<file path="src/rtl/qs_srt_pkg.sv">
`default_nettype none
// ============================================================================
// Module      : qs_srt_pkg
// Description : Shared types for the qs_srt sort microsequencer front end.
// Revision    : 1.0 - initial release
// ============================================================================
package qs_srt_pkg;

    localparam int c_PC_W   = 8;
    localparam int c_INST_W = 16;

    typedef logic [c_INST_W-1:0] inst_t;

    typedef struct packed {
        inst_t              inst;
        logic [c_PC_W-1:0]  pc;
    } fetch_entry_t;

    typedef enum logic [0:0] {
        FETCH_IDLE = 1'b0,
        FETCH_RUN  = 1'b1
    } fetch_state_t;

endpackage
`default_nettype wire

</file>
<file path="src/rtl/qs_srt_fetch_queue.sv">
`default_nettype none
// ============================================================================
// Module      : qs_srt_fetch_queue
// Description : Two-entry registered FIFO of fetched instructions; head is r_ent0.
// Revision    : 1.0 - initial release
// ============================================================================
module qs_srt_fetch_queue
    import qs_srt_pkg::*;
(
    input  logic         clk,
    input  logic         rst,
    input  logic         i_push,
    input  logic         i_pop,
    input  logic         i_flush,
    input  fetch_entry_t i_data,
    output logic [1:0]   o_count,
    output logic         o_empty,
    output fetch_entry_t o_head
);

    fetch_entry_t r_ent0;
    fetch_entry_t r_ent1;
    logic [1:0]   r_count;

    always_ff @(posedge clk) begin
        if (rst) begin
            r_ent0  <= '0;
            r_ent1  <= '0;
            r_count <= 2'd0;
        end else if (i_flush) begin
            r_count <= 2'd0;
        end else begin
            case ({i_push, i_pop})
                2'b10: begin
                    if (r_count == 2'd0) r_ent0 <= i_data;
                    else                 r_ent1 <= i_data;
                    r_count <= r_count + 2'd1;
                end
                2'b01: begin
                    r_ent0  <= r_ent1;
                    r_count <= r_count - 2'd1;
                end
                2'b11: begin
                    // Occupancy unchanged; with one entry the new word becomes the head.
                    if (r_count == 2'd1) begin
                        r_ent0 <= i_data;
                    end else begin
                        r_ent0 <= r_ent1;
                        r_ent1 <= i_data;
                    end
                end
                default: ;
            endcase
        end
    end

    assign o_count = r_count;
    assign o_empty = (r_count == 2'd0);
    assign o_head  = r_ent0;

    a_no_overflow : assert property (@(posedge clk) disable iff (rst)
        !(i_push && !i_pop && !i_flush && r_count == 2'd2));
    a_no_underflow : assert property (@(posedge clk) disable iff (rst)
        !(i_pop && !i_flush && r_count == 2'd0));

endmodule
`default_nettype wire

</file>
<file path="src/rtl/qs_srt_fetch.sv">
`default_nettype none
// ============================================================================
// Module      : qs_srt_fetch
// Description : Instruction fetch: PC generation, 1-cycle ROM read, 2-deep output queue.
// Revision    : 1.0 - initial release
// ============================================================================
module qs_srt_fetch
    import qs_srt_pkg::*;
#(
    parameter int PC_W    = c_PC_W,
    parameter int Q_DEPTH = 2
) (
    input  logic            clk,
    input  logic            rst,
    input  logic            start_vld,
    input  logic [PC_W-1:0] start_pc,
    output logic            busy,
    output logic            imem_en,
    output logic [PC_W-1:0] imem_addr,
    input  inst_t           imem_rdata,
    output logic            fetch_vld,
    output inst_t           fetch_inst,
    output logic [PC_W-1:0] fetch_pc,
    input  logic            fetch_ack,
    input  logic            redirect_vld,
    input  logic [PC_W-1:0] redirect_pc,
    input  logic            halt
);

    fetch_state_t    r_state;
    fetch_state_t    w_state_nxt;
    logic [PC_W-1:0] r_pc;
    logic [PC_W-1:0] r_inflight_pc;
    logic            r_inflight;

    logic            w_run;
    logic            w_fetch_vld;
    logic            w_pop;
    logic            w_push;
    logic            w_flush;
    logic            w_issue;
    logic [2:0]      w_credit_use;
    logic [1:0]      w_count;
    logic            w_empty;
    fetch_entry_t    w_head;
    fetch_entry_t    w_enq;

    assign w_run       = (r_state == FETCH_RUN);
    assign w_fetch_vld = w_run & ~w_empty;
    assign w_pop       = w_fetch_vld & fetch_ack;
    assign w_flush     = w_run & (redirect_vld | halt);
    // A return is dropped when a redirect or halt lands in its arrival cycle.
    assign w_push      = w_run & r_inflight & ~redirect_vld & ~halt;

    // Slots are counted after this cycle's transfer so that a steady ack sustains one word per cycle.
    assign w_credit_use = {1'b0, w_count} - {2'b00, w_pop} + {2'b00, r_inflight};
    assign w_issue      = w_run & ~redirect_vld & ~halt & (w_credit_use < 3'(Q_DEPTH));

    assign w_enq = '{inst: imem_rdata, pc: r_inflight_pc};

    always_ff @(posedge clk) begin
        if (rst) r_state <= FETCH_IDLE;
        else     r_state <= w_state_nxt;
    end

    always_comb begin
        w_state_nxt = r_state;
        case (r_state)
            FETCH_IDLE: if (start_vld) w_state_nxt = FETCH_RUN;
            FETCH_RUN:  if (halt)      w_state_nxt = FETCH_IDLE;
            default:                   w_state_nxt = FETCH_IDLE;
        endcase
    end

    always_comb begin
        busy       = w_run;
        imem_en    = w_issue;
        imem_addr  = r_pc;
        fetch_vld  = w_fetch_vld;
        fetch_inst = w_head.inst;
        fetch_pc   = w_head.pc;
    end

    always_ff @(posedge clk) begin
        if (rst) begin
            r_pc          <= '0;
            r_inflight    <= 1'b0;
            r_inflight_pc <= '0;
        end else begin
            r_inflight <= w_issue;
            if (w_issue) r_inflight_pc <= r_pc;
            if (!w_run) begin
                if (start_vld) r_pc <= start_pc;
            end else if (!halt) begin
                if (redirect_vld) r_pc <= redirect_pc;
                else if (w_issue) r_pc <= r_pc + 1'b1;
            end
        end
    end

    qs_srt_fetch_queue u_queue (
        .clk     (clk),
        .rst     (rst),
        .i_push  (w_push),
        .i_pop   (w_pop),
        .i_flush (w_flush),
        .i_data  (w_enq),
        .o_count (w_count),
        .o_empty (w_empty),
        .o_head  (w_head)
    );

endmodule
`default_nettype wire

</file>
<file path="config.mk">
export PLATFORM = sky130hd
export DESIGN_NAME = qs_srt_fetch
export DESIGN_NICKNAME = d
export VERILOG_FILES = /design/src/rtl/qs_srt_pkg.sv /design/src/rtl/qs_srt_fetch_queue.sv /design/src/rtl/qs_srt_fetch.sv
export SDC_FILE = /design/constraint.sdc
export NUM_CORES = 1
export LEC_CHECK = 0
export ABC_AREA = 1
export CAP_MARGIN = 15
export CORE_MARGIN = 10
export CORE_UTILIZATION = 46
export DETAILED_ROUTE_END_ITERATION = 7
export GPL_ROUTABILITY_DRIVEN = 0
export GPL_TIMING_DRIVEN = 0
export PLACE_DENSITY = 0.84
export SYNTH_ARGS = -nofsm -noshare
export SYNTH_HDL_FRONTEND = slang
export SYNTH_SLANG_ARGS = --single-unit
</file>
<file path="constraint.sdc">
create_clock -name clk -period 2.4 [get_ports clk]
set_input_delay 0.48 -clock clk [delete_from_list [all_inputs] [get_ports clk]]
set_output_delay 0.48 -clock clk [all_outputs]
set_load 0.01 [all_outputs]
</file>
# Word level (Yosys, flattened, before mapping)
# Index checks and enable logic that the tools add are counted.
[classes] n_addsub=5 magnitude_cmp=1 eq_ne=9 n_mux=15 n_bitwise=15 n_reduce_logical=9
[op_table] cell="24-bit two-way mux" count=4
[op_table] cell="24-bit case mux with 3 select lines" count=1
[op_table] cell="24-bit case mux with 2 select lines" count=1
[op_table] cell="8-bit two-way mux" count=5
[op_table] cell="1-bit bitwise AND" count=9
[op_table] cell="8-bit by 1-bit adder with 8-bit output, second input constant" count=1
[op_table] cell="2-bit inequality test, second input constant" count=4
[op_table] cell="3-bit AND reduction" count=2
[op_table] cell="2-bit nonzero test" count=3
[op_table] cell="1-bit NOT" count=5
[op_table] cell="2-bit by 1-bit == test with 1-bit output, second input constant" count=2
[op_table] cell="2-bit == test, second input constant" count=2
[op_table] cell="2-bit case mux with 2 select lines" count=1
[op_table] cell="4-bit AND reduction" count=1
[op_table] cell="3-bit by 1-bit adder with 3-bit output" count=1
[op_table] cell="3-bit by 2-bit less-than comparator with 1-bit output, second input constant" count=1
[op_table] cell="3-bit inequality test, second input constant" count=1
[op_table] cell="3-bit nonzero test" count=1
[op_table] cell="2-bit by 1-bit subtractor with 3-bit output" count=1
[op_table] cell="2-bit by 1-bit adder with 2-bit output, second input constant" count=1
[op_table] cell="2-bit zero test" count=1
[op_table] cell="1-bit two-way mux" count=2
[op_table] cell="1-bit case mux with 2 select lines" count=1
[op_table] cell="2-bit OR reduction" count=1
[op_table] cell="other kinds (2)" count=2
[word_totals] reg_bits=68 inputBits=38 out_inout_bits=35 elab_cells=63

# Depth between registers and ports, before layout
# Gate-level depths: netlist (run 1).
[logic_depth] depth_word=12 depth_mapped=16 depth_no_buf=16

# Hierarchy
# Synthesis (run 1) repeated with hierarchy kept, for this count alone.
[hier_totals] cells_unflattened=546 area_unflattened_um2=3723.6
[modules_own_cells] mod="qs_srt_fetch_queue" instances=1 cells_per_inst=377 area_each_um2=2618.8 seq_area_each_um2=1001.0
[modules_own_cells] mod="qs_srt_fetch" instances=1 cells_per_inst=169 area_each_um2=1104.8 seq_area_each_um2=360.3

# Least setup slack after synthesis (run 1)
# Ideal clock, no wire load.
[synth_path] path_kind="reg-to-output" start="register u_queue.r_count[1] (netlist: u_queue.o_count[1])" end="output port imem_en" arrival_ns=2.109 required_time_ns=1.920 path_slack_ns=-0.189 stages_incl_launch_ff=11 n_path_buf=1 path_cell_list="dfxtp_1 inv_1 ha_1 inv_2 nand3_4 xor2_1 nand2_1 fa_1 nand3_1 nor2_4 buf_6"
[synth_via] elab_chain_cells=8
[synth_rtl] element="start: declaration" line_no="qs_srt_fetch_queue.sv:23" source="logic [1:0] r_count;"
[synth_rtl] element="start signal: assignment" line_no="qs_srt_fetch_queue.sv:37" source="r_count <= r_count + 2'd1;"
[synth_rtl] element="start signal: assignment" line_no="qs_srt_fetch_queue.sv:41" source="r_count <= r_count - 2'd1;"
[synth_rtl] element="2-bit zero test" line_no="qs_srt_fetch_queue.sv:58" source="assign o_empty = (r_count == 2'd0);"
[synth_rtl] element="1-bit NOT" line_no="qs_srt_fetch.sv:49" source="assign w_fetch_vld = w_run & ~w_empty;"
[synth_rtl] element="1-bit bitwise AND" line_no="qs_srt_fetch.sv:49"
[synth_rtl] element="1-bit bitwise AND" line_no="qs_srt_fetch.sv:50" source="assign w_pop = w_fetch_vld & fetch_ack;"
[synth_rtl] element="2-bit by 1-bit subtractor with 3-bit output *" line_no="qs_srt_fetch.sv:56" source="assign w_credit_use = {1'b0, w_count} - {2'b00, w_pop} + {2'b00, r_inflight};"
[synth_rtl] element="3-bit by 1-bit adder with 3-bit output *" line_no="qs_srt_fetch.sv:56"
[synth_rtl] element="3-bit by 2-bit less-than comparator with 1-bit output *" line_no="qs_srt_fetch.sv:57" source="assign w_issue = w_run & ~redirect_vld & ~halt & (w_credit_use < 3'(Q_DEPTH));"
[synth_rtl] element="1-bit bitwise AND *" line_no="qs_srt_fetch.sv:57"
[synth_rtl] element="end: declaration" line_no="qs_srt_fetch.sv:18" source="output logic imem_en,"
# Every way passes the cells marked *; elsewhere a longest branch is shown, timed or not.

# Worst setup path in the final report (run 1)
# Same ends and word-level chain as after synthesis.

==> results of run 1 <==
## metal layers
metal	vias up	routed length (um)
met3	21	648
met4	0	189
li1	1877	-
met5	-	0
met1	1603	4095
met2	126	4798
## where the power goes
part,internal (mW),switching (mW)
Sequential,1.16,0.0332
Clock,0.692,0.454
Combinational,0.217,0.222
Total,2.07,0.709
## flip-flops by register name, indices dropped and copies added (netlist names)
signal,flops
u_queue.r_ent1,24
u_queue.o_head,24
r_inflight_pc,8
busy,1
r_inflight,1
u_queue.o_count,2
imem_addr,8
## worst paths after layout
path                      startpoint                 to  slack, ps  cells past startpoint
setup reg to reg  u_queue.o_count[1]       imem_addr[5]        -90                     16
hold reg to reg    u_queue.r_ent1[4]  u_queue.r_ent1[4]        480                      2
hold / removal     u_queue.r_ent1[4]  u_queue.r_ent1[4]        480                      2
setup / recovery  u_queue.o_count[1]            imem_en       -390                     11
## layout make-up
cell class	count	share of cell area
tap	99	0.02527
inverter	77	0.06023
timing repair buffer	92	0.1792
clock inverter	6	0.02297
sequential	68	0.2787
clock buffer	10	0.02603
multi-input combinational	385	0.3673
buffer	25	0.04033
## worst min-delay path: stages, from the launching register on
cell	delay [ps]
dfxtp_1	330
nor2_1	50
nor2_1	80
## cell usage in the layout (no fill, tap or decap), types with 3 or more instances in the layout
master / instances
nand3_1: 12
clkdlybuf4s50_1: 70
bufinv_16: 3
buf_4: 19
o21ai_0: 37
buf_6: 15
inv_1: 70
nor2_1: 147
o21ai_2: 5
dfxtp_1: 66
nor2_4: 4
a21oi_1: 13
nand2_1: 136
nand2_2: 3
a21oi_2: 6
nand3_4: 3
clkbuf_1: 5
buf_2: 6
clkbuf_8: 9
inv_2: 3
## cells by family (layout without fill, tap and decap cells)
family / after synthesis / count (layout) / share of synthesized area
AOI/OAI and AO/OA: 63 / 63 / 0.09438
xor gates and xnor gates: 1 / 1 / 0.002475
adders and majority gates: 4 / 4 / 0.01626
buffers and inverters: 102 / 210 / 0.1379
DFF: 68 / 68 / 0.3846
and+or+nand+nor: 317 / 317 / 0.3644
## what timing repair did
action / CTS / global route
setup buffers: 13 / 7
pin swaps: 4 / 6
hold buffers: 0 / 0
endpoints found under the setup margin: 10 / 17
resized for setup: 12 / 24
cloned: 0 / 1
==> results_dict.tcl, run 1 <==
set metrics [dict create \
    setup_tns_ps -877.0 \
    relSlewSlack 0.6299 \
    finalSetupViolations 9 \
    final_cell_area_um2 4902 \
    gr-usage-all-layers 0.1617 \
    initialDrtViolationCount 156 \
    seq_area_um2 1366 \
    synth_warnings 0 \
    synth.most_common_cell "nor2_1" \
    core_area_um2 7370 \
    period_share 1.160 \
    syn_inst 555 \
    worstPathRequired_ps 1920 \
    post_drt_wl_per_cell_um 12.77 \
    antenna_left 0 \
    cts.sinks 68 \
    ys_dominant_reg_cell "dfxtp_1" \
    wirelength_um 9731 \
    dp_hpwl_um 6671 \
    cp.arrival_ps 2310 \
    rsz0062_at_grt "yes" \
    place_area_um2 4414 \
    die-height_um 107.7 \
    grt_pass1_wl_um 15560 \
    setup_slack_ps -385.1 \
    stdcell_count 762 \
    first_global_vias 3425 \
    worst_pin_slew_ps 555.2 \
    die-area_um2 11600 \
    max_freq_mhz 359.1 \
    num_io_pins 73 \
    synth.top_cell.area_share 0.3846 \
    slowest_stage "fa_2" \
    startpoint_type "register" \
    synthDistinctLibCells 31 \
    min_path_type "register to register" \
    die_x_um 107.7 \
    antenna_cells 0 \
    syn_area_per_cell_um2 6.378 \
    finalMaxSlewViolations 0 \
    first_pass_iters 5 \
    clk_latency_ps 350 \
    syn-cell-area_um2 3540 \
    ys_ff_latch 68 \
    nets 700 \
    critPathKind "register to output pin" \
    power.density_nw_per_um2 566.4 \
    vias_per_cell 4.760 \
    synth_top_cell_by_area "dfxtp_1" \
    drcViolationCount 0 \
    final_layout_size_suffix_gt1_frac 0.1463 \
    ys_seq_area_frac 0.3846 \
    cts-root-buf "clkbuf_8" \
    post-place-ws_ps -1081 \
    power_leakage_nw 2.117 \
    use_met3 0.04910 \
    rows 31 \
    cts_tree "done" \
    dp_cells 726 \
    async_reset_ff_frac 0 \
    multiInputGateArea_um2 1800 \
    violations "negative setup slack" \
    fin_util 0.6652 \
    grt_max_degree 13 \
    critPathTopFamily "adder cells" \
    use_met2 0.2784 \
    synth.area.top_cells "dfxtp_1, nor2_1, nand2_1, inv_1, o21ai_0" \
    hold_viol 0 \
    syn_nets 597 \
    antenna_found_initial 0 \
    cts_buffers 9 \
    grt_overflow 0 \
    cts_buffer_depth 2 \
    start_util 0.4803 \
    critPathCaptureType "output pin" \
    min_period_ps 2785 \
    path_cells "inv_4 -> ha_4 -> inv_4 -> nand3_4 -> xor2_4 -> nand2_2 -> fa_2 -> nand3_4 -> nor2_4 -> buf_6 -> buf_6" \
    cp_max_fo 2 \
    busiest_layer "met2" \
    met1_usage 0.1861 \
    holdWs_ps 482.4 \
    max-vdd-ir-drop_v 0.0003278 \
    fillerInstances 632 \
    crit_buf_inv 4 \
    synth_edf_count 0 \
    num_vias 3627 \
    skew_ps 9.537 \
    drv_cap 0 \
    critPathMaxStageDelay_ps 570 \
    syn_to_final_growth_pct 38.49 \
    port_buffers 72 \
    status "finished with violations" \
    cts-htree-levels 3 \
    clk_pin_slew_ps 70 \
    synthTopCellsByCount "nor2_1, nand2_1, inv_1, dfxtp_1, o21ai_0" \
    power_mw 2.776 \
]
Note: power is estimated with default switching activity, not from simulation.
==> inputs of run 2 (changes only) <==
--- a/config.mk
+++ b/config.mk
@@ -13,6 +13,7 @@
 export GPL_ROUTABILITY_DRIVEN = 0
 export GPL_TIMING_DRIVEN = 0
 export PLACE_DENSITY = 0.84
+export REMOVE_ABC_BUFFERS = 1
 export SYNTH_ARGS = -nofsm -noshare
 export SYNTH_HDL_FRONTEND = slang
 export SYNTH_SLANG_ARGS = --single-unit
==> run 2 against run 1 <==
Effect of this change:
- the flow still finishes with violations (negative setup slack)
- register-to-register slack about the same
- utilization shrank 3.6 points
- non-clock buffer count is 34 lower
- critical endpoint unchanged
- highest routed layer unchanged
==> results_dict.tcl, run 2 (synthesis gave the netlist of run 1 again) <==
set metrics [dict create \
    setup_tns_ps -740.4 \
    status "finished with violations" \
    final_common_cell "nor2_1" \
    cts.sinks 68 \
    min_path_type "register to register" \
    antenna_left 0 \
    die-height_um 107.7 \
    startpoint_type "register" \
    cts_buffers 9 \
    min_period_ps 2751 \
    nets 667 \
    worstPathRequired_ps 1920 \
    r2r-end "imem_addr[3]" \
    power_leakage_nw 1.951 \
    dp_hpwl_um 5842 \
    setup_slack_ps -351.0 \
    max-vdd-ir-drop_v 0.0002936 \
    min_from "u_queue.r_ent1[20]" \
    violations "negative setup slack" \
    num_io_pins 73 \
    skew_ps 5.007 \
    cts-root-buf "clkbuf_8" \
    vias_per_cell 4.790 \
    initialDrtViolationCount 235 \
    antenna_cells 0 \
    grt_max_degree 64 \
    cts_tree "done" \
    cp_max_fo 3 \
    critPathKind "register to output pin" \
    whs_path_depth 2 \
    finalMaxSlewViolations 0 \
    start_util 0.4803 \
    cp.arrival_ps 2270 \
    grt_overflow 0 \
    core_area_um2 7370 \
    syn_to_final_growth_pct 31.07 \
    port_buffers 72 \
    die-area_um2 11600 \
    stdcell_count 728 \
    final_cell_mix "nor2_1, nand2_1, inv_1, clkdlybuf4s50_1, dfxtp_1" \
    relSlewSlack 0.4696 \
    drcViolationCount 0 \
    die_x_um 107.7 \
    max_freq_mhz 363.5 \
    num_vias 3487 \
    r2r_slack_ps -90 \
    fin_util 0.6295 \
    cts_hold_buf 0 \
    final_cell_area_um2 4639 \
    worst_pin_slew_ps 794.6 \
    finalSetupViolations 9 \
    ff2ff_path_depth 16 \
    hold_viol 0 \
    grt_pass1_wl_um 14760 \
    first_global_vias 3241 \
    cts_buffer_depth 2 \
    rows 31 \
    antenna_found_initial 0 \
    dp_cells 702 \
    cts-htree-levels 3 \
    first_pass_iters 4 \
    worstReg2RegStart "u_queue.o_count[1]" \
    drv_cap 0 \
    wirelength_um 9357 \
    clk_latency_ps 340 \
    rsz0062_at_grt "yes" \
    gr-usage-all-layers 0.1539 \
    period_share 1.146 \
    final_layout_size_suffix_gt1_frac 0.1129 \
    post-place-ws_ps -1180 \
    holdPathEnd "u_queue.r_ent1[20]" \
    post_drt_wl_per_cell_um 12.85 \
    power_mw 2.539 \
    clk_pin_slew_ps 70 \
    holdWs_ps 484.1 \
    critPathCaptureType "output pin" \
    power.density_nw_per_um2 547.3 \
    place_area_um2 4215 \
]
-- run 2: cell count changes in the layout (fill, tap and decap cells not counted), moves of 2 or more --
cell       change
a21oi_1        +3
a21oi_2        -3
buf_2          -6
buf_4         -10
buf_6         -13
bufinv_16      -2
clkbuf_1       -5
clkbuf_2       -2
clkinv_2       +3
clkinv_4       -2
nand2_1        -4
nand2_2        +3
nand2_8        +3
o21ai_0        +2
-- run 2: where the power goes --
part           internal (mW)  switching [mW]
registers               1.16          0.0387
clock network          0.497           0.423
logic                  0.198           0.223
-- run 2: layer usage --
metal | part of all wire | wire length [um] | track usage | up-vias
met5 | 0 | 0 | 0 | -
met4 | 0.021 | 194 | 0.06584 | 0
met3 | 0.10 | 938 | 0.05629 | 17
met2 | 0.47 | 4420 | 0.2467 | 137
met1 | 0.41 | 3803 | 0.1804 | 1528
li1 | - | - | - | 1805
-- run 2: how the worst max path moves through the flow --
stage | startpoint | slack (ps) | endpoint
finish | u_queue.o_count[1] | -350 | imem_en
global route | u_queue.o_count[1] | -430 | imem_en
CTS | u_queue.o_count[1] | -330 | imem_en
detailed placement | fetch_ack | -1180 | imem_en
global placement | fetch_ack | -1120 | imem_en
floorplan | u_queue.o_count[1] | -160 | imem_en
-- run 2: cell type report --
type	count	area (um2)
flip-flops and latches	68	1368
clock buffers	10	137.6
multi-input cells	386	1834
well taps	99	123.9
fillers	641	2730
repair buffers	83	827.0
clock inverters	5	52.55
inverters	77	296.5
-- run 2: worst max-delay path: stages, from the launching register on --
cell	delay [ps]
dfxtp_2	360
inv_4	50
ha_4	170
inv_4	60
nand3_4	70
xor2_2	180
nand2_1	100
fa_2	560
nand3_4	90
nor2_4	150
buf_6	130
-- run 2: repair_timing --
item,4_1_cts,5_1_grt
setup endpoints to repair,31,30
pin swaps,4,6
gates resized for setup,19,30
gates cloned,0,1
buffers inserted,6,6
==> inputs of run 3 (changes only) <==
--- a/config.mk
+++ b/config.mk
@@ -6,7 +6,6 @@
 export NUM_CORES = 1
 export LEC_CHECK = 0
 export ABC_AREA = 1
-export CAP_MARGIN = 15
 export CORE_MARGIN = 10
 export CORE_UTILIZATION = 46
 export DETAILED_ROUTE_END_ITERATION = 7
==> run 3 against run 2 <==
Effect of this change:
- the flow still finishes with violations (negative setup slack)
- non-clock buffer count decreased by 2
- critical path type unchanged
- global-route usage barely moved
- via count hardly changed
- critical endpoint unchanged
- highest routed layer unchanged
- final area decreased by 1.0%
==> results_dict.tcl, run 3 (synthesis gave the netlist of run 1 again) <==
set metrics [dict create \
    start_util 0.4803 \
    die_x_um 107.7 \
    finalSetupViolations 3 \
    intPower_mw 1.884 \
    cts-root-buf "clkbuf_8" \
    vias_per_cell 4.794 \
    sequentialPowerShare 0.470 \
    cp_max_fo 2 \
    stdcell_count 727 \
    hold_viol 0 \
    gr-usage-all-layers 0.1541 \
    period_share 1.120 \
    syn_to_final_growth_pct 29.73 \
    port_buffers 72 \
    power.density_nw_per_um2 555.6 \
    violations "negative setup slack" \
    finalMaxSlewViolations 0 \
    die-area_um2 11600 \
    switching_share 0.2615 \
    cts_buffer_depth 2 \
    max-vdd-ir-drop_v 0.0003490 \
    setup_slack_ps -288.8 \
    cp.arrival_ps 2210 \
    relSlewSlack 0.4340 \
    worstReg2RegStart "u_queue.o_count[0]" \
    critPathMaxStageDelay_ps 550 \
    ff2ff_path_depth 16 \
    rows 31 \
    critPathTopFamily "adder cells" \
    clkPwrFrac 0.372 \
    worst_pin_slew_ps 846.1 \
    antenna_cells 0 \
    max_freq_mhz 371.9 \
    cts.sinks 68 \
    critPathKind "register to output pin" \
    skew_ps 3.990 \
    path_cells "inv_2 -> ha_4 -> inv_4 -> nand3_4 -> xor2_2 -> nand2_2 -> fa_2 -> nand3_4 -> nor2_4 -> buf_6" \
    slowest_stage "fa_2" \
    antenna_left 0 \
    grt_overflow 0 \
    min_from "u_queue.r_ent1[20]" \
    rsz0062_at_grt "yes" \
    power_leakage_nw 1.934 \
    post_drt_wl_per_cell_um 12.70 \
    holdPathEnd "u_queue.r_ent1[20]" \
    dp_hpwl_um 5733 \
    antenna_found_initial 0 \
    holdWs_ps 485.3 \
    clk_pin_slew_ps 70 \
    final_cell_mix "nor2_1, nand2_1, inv_1, clkdlybuf4s50_1, dfxtp_1" \
    cts_hold_buf 0 \
    switching_power_uw 667.1 \
    min_path_type "register to register" \
    num_io_pins 73 \
    first_global_vias 3232 \
    whs_path_depth 2 \
    final_common_cell "nor2_1" \
    initialDrtViolationCount 223 \
    setup_tns_ps -411.9 \
    dp_cells 701 \
    drcViolationCount 0 \
    startpoint_type "register" \
    nets 665 \
    cts-htree-levels 3 \
    worstPathRequired_ps 1920 \
    status "finished with violations" \
    min_period_ps 2689 \
    drv_cap 0 \
    r2r-end "imem_addr[4]" \
    wirelength_um 9230 \
    r2r_slack_ps -70 \
    cts_tree "done" \
    crit_buf_inv 3 \
    grt_pass1_wl_um 14900 \
    core_area_um2 7370 \
    worst_path_most_repeated_cell "nand3_4" \
    num_vias 3485 \
    combPwrFrac 0.159 \
    grt_max_degree 64 \
    cts_buffers 9 \
    clk_latency_ps 330 \
    critPathCaptureType "output pin" \
    die-height_um 107.7 \
    first_pass_iters 4 \
    final_layout_size_suffix_gt1_frac 0.1035 \
]
==> run 3: cell types whose count changed in the layout (fill, tap and decap cells not counted), sizes merged <==
cell	delta
buf	-2
clkbuf	+2
clkinv	-1
==> run 3: routing by layer <==
metal	vias to the layer above	wire length, um	global-route usage
li1	1802	-	-
met1	1539	3803	0.1842
met2	123	4286	0.2441
met3	21	939	0.05868
met4	0	202	0.05916
met5	-	0	0
==> run 3: power by group through the flow <==
stage / sequential [mW] / combinational, mW / clock [mW]
after floorplan: 1.22 / 0.159 / 0
after global placement: 1.22 / 0.318 / 0
after detailed placement: 1.22 / 0.325 / 0
after CTS: 1.20 / 0.348 / 0.965
after global routing: 1.20 / 0.445 / 1.03
final: 1.20 / 0.405 / 0.948
==> run 3: how the worst max path moves through the flow <==
stage                             startpoint      end  slack [ps]  depth (start not counted)
final                     u_queue.o_count[0]  imem_en        -290                         10
after global routing      u_queue.o_count[0]  imem_en        -390                         12
after CTS                 u_queue.o_count[0]  imem_en        -290                         10
after detailed placement           fetch_ack  imem_en       -1210                          8
after global placement             fetch_ack  imem_en       -1120                          8
after floorplan           u_queue.o_count[1]  imem_en        -160                          9
==> run 3: timing repair <==
item | CTS | global route
buffers inserted | 8 | 2
pin swaps | 4 | 4
endpoints found under the setup margin | 42 | 19
resized for setup | 20 | 22
gates cloned | 0 | 1
==> run 3: tightest hold or removal path, stage by stage (launching register included) <==
cell and delay, ps:
dfxtp_1 330, nor2_1 40, nor2_1 80
==> run 3: final cells by class <==
type                            count  area, um2
Fill cell                         654       2778
Inverter                           77      294.0
Clock inverter                      4      47.55
Timing Repair Buffer               81      792.0
Tap cell                           99      123.9
Sequential cell                    68       1368
Multi-Input combinational cell    386       1812
Clock buffer                       12      155.1
==> run 3: metrics by stage <==
stage	worst slack, ps	area (um2)	total power, mW	utilization
5_1_grt	-387.4	4592	2.672	0.6231
4_1_cts	-290.7	4484	2.508	0.6085
3_5_place_dp	-1206	4188	1.545	0.5683
3_3_place_gp	-1118	4187	1.537	0.5681
2_1_floorplan	-163.9	3342	1.383	-
6_report	-288.8	4592	2.551	0.6231
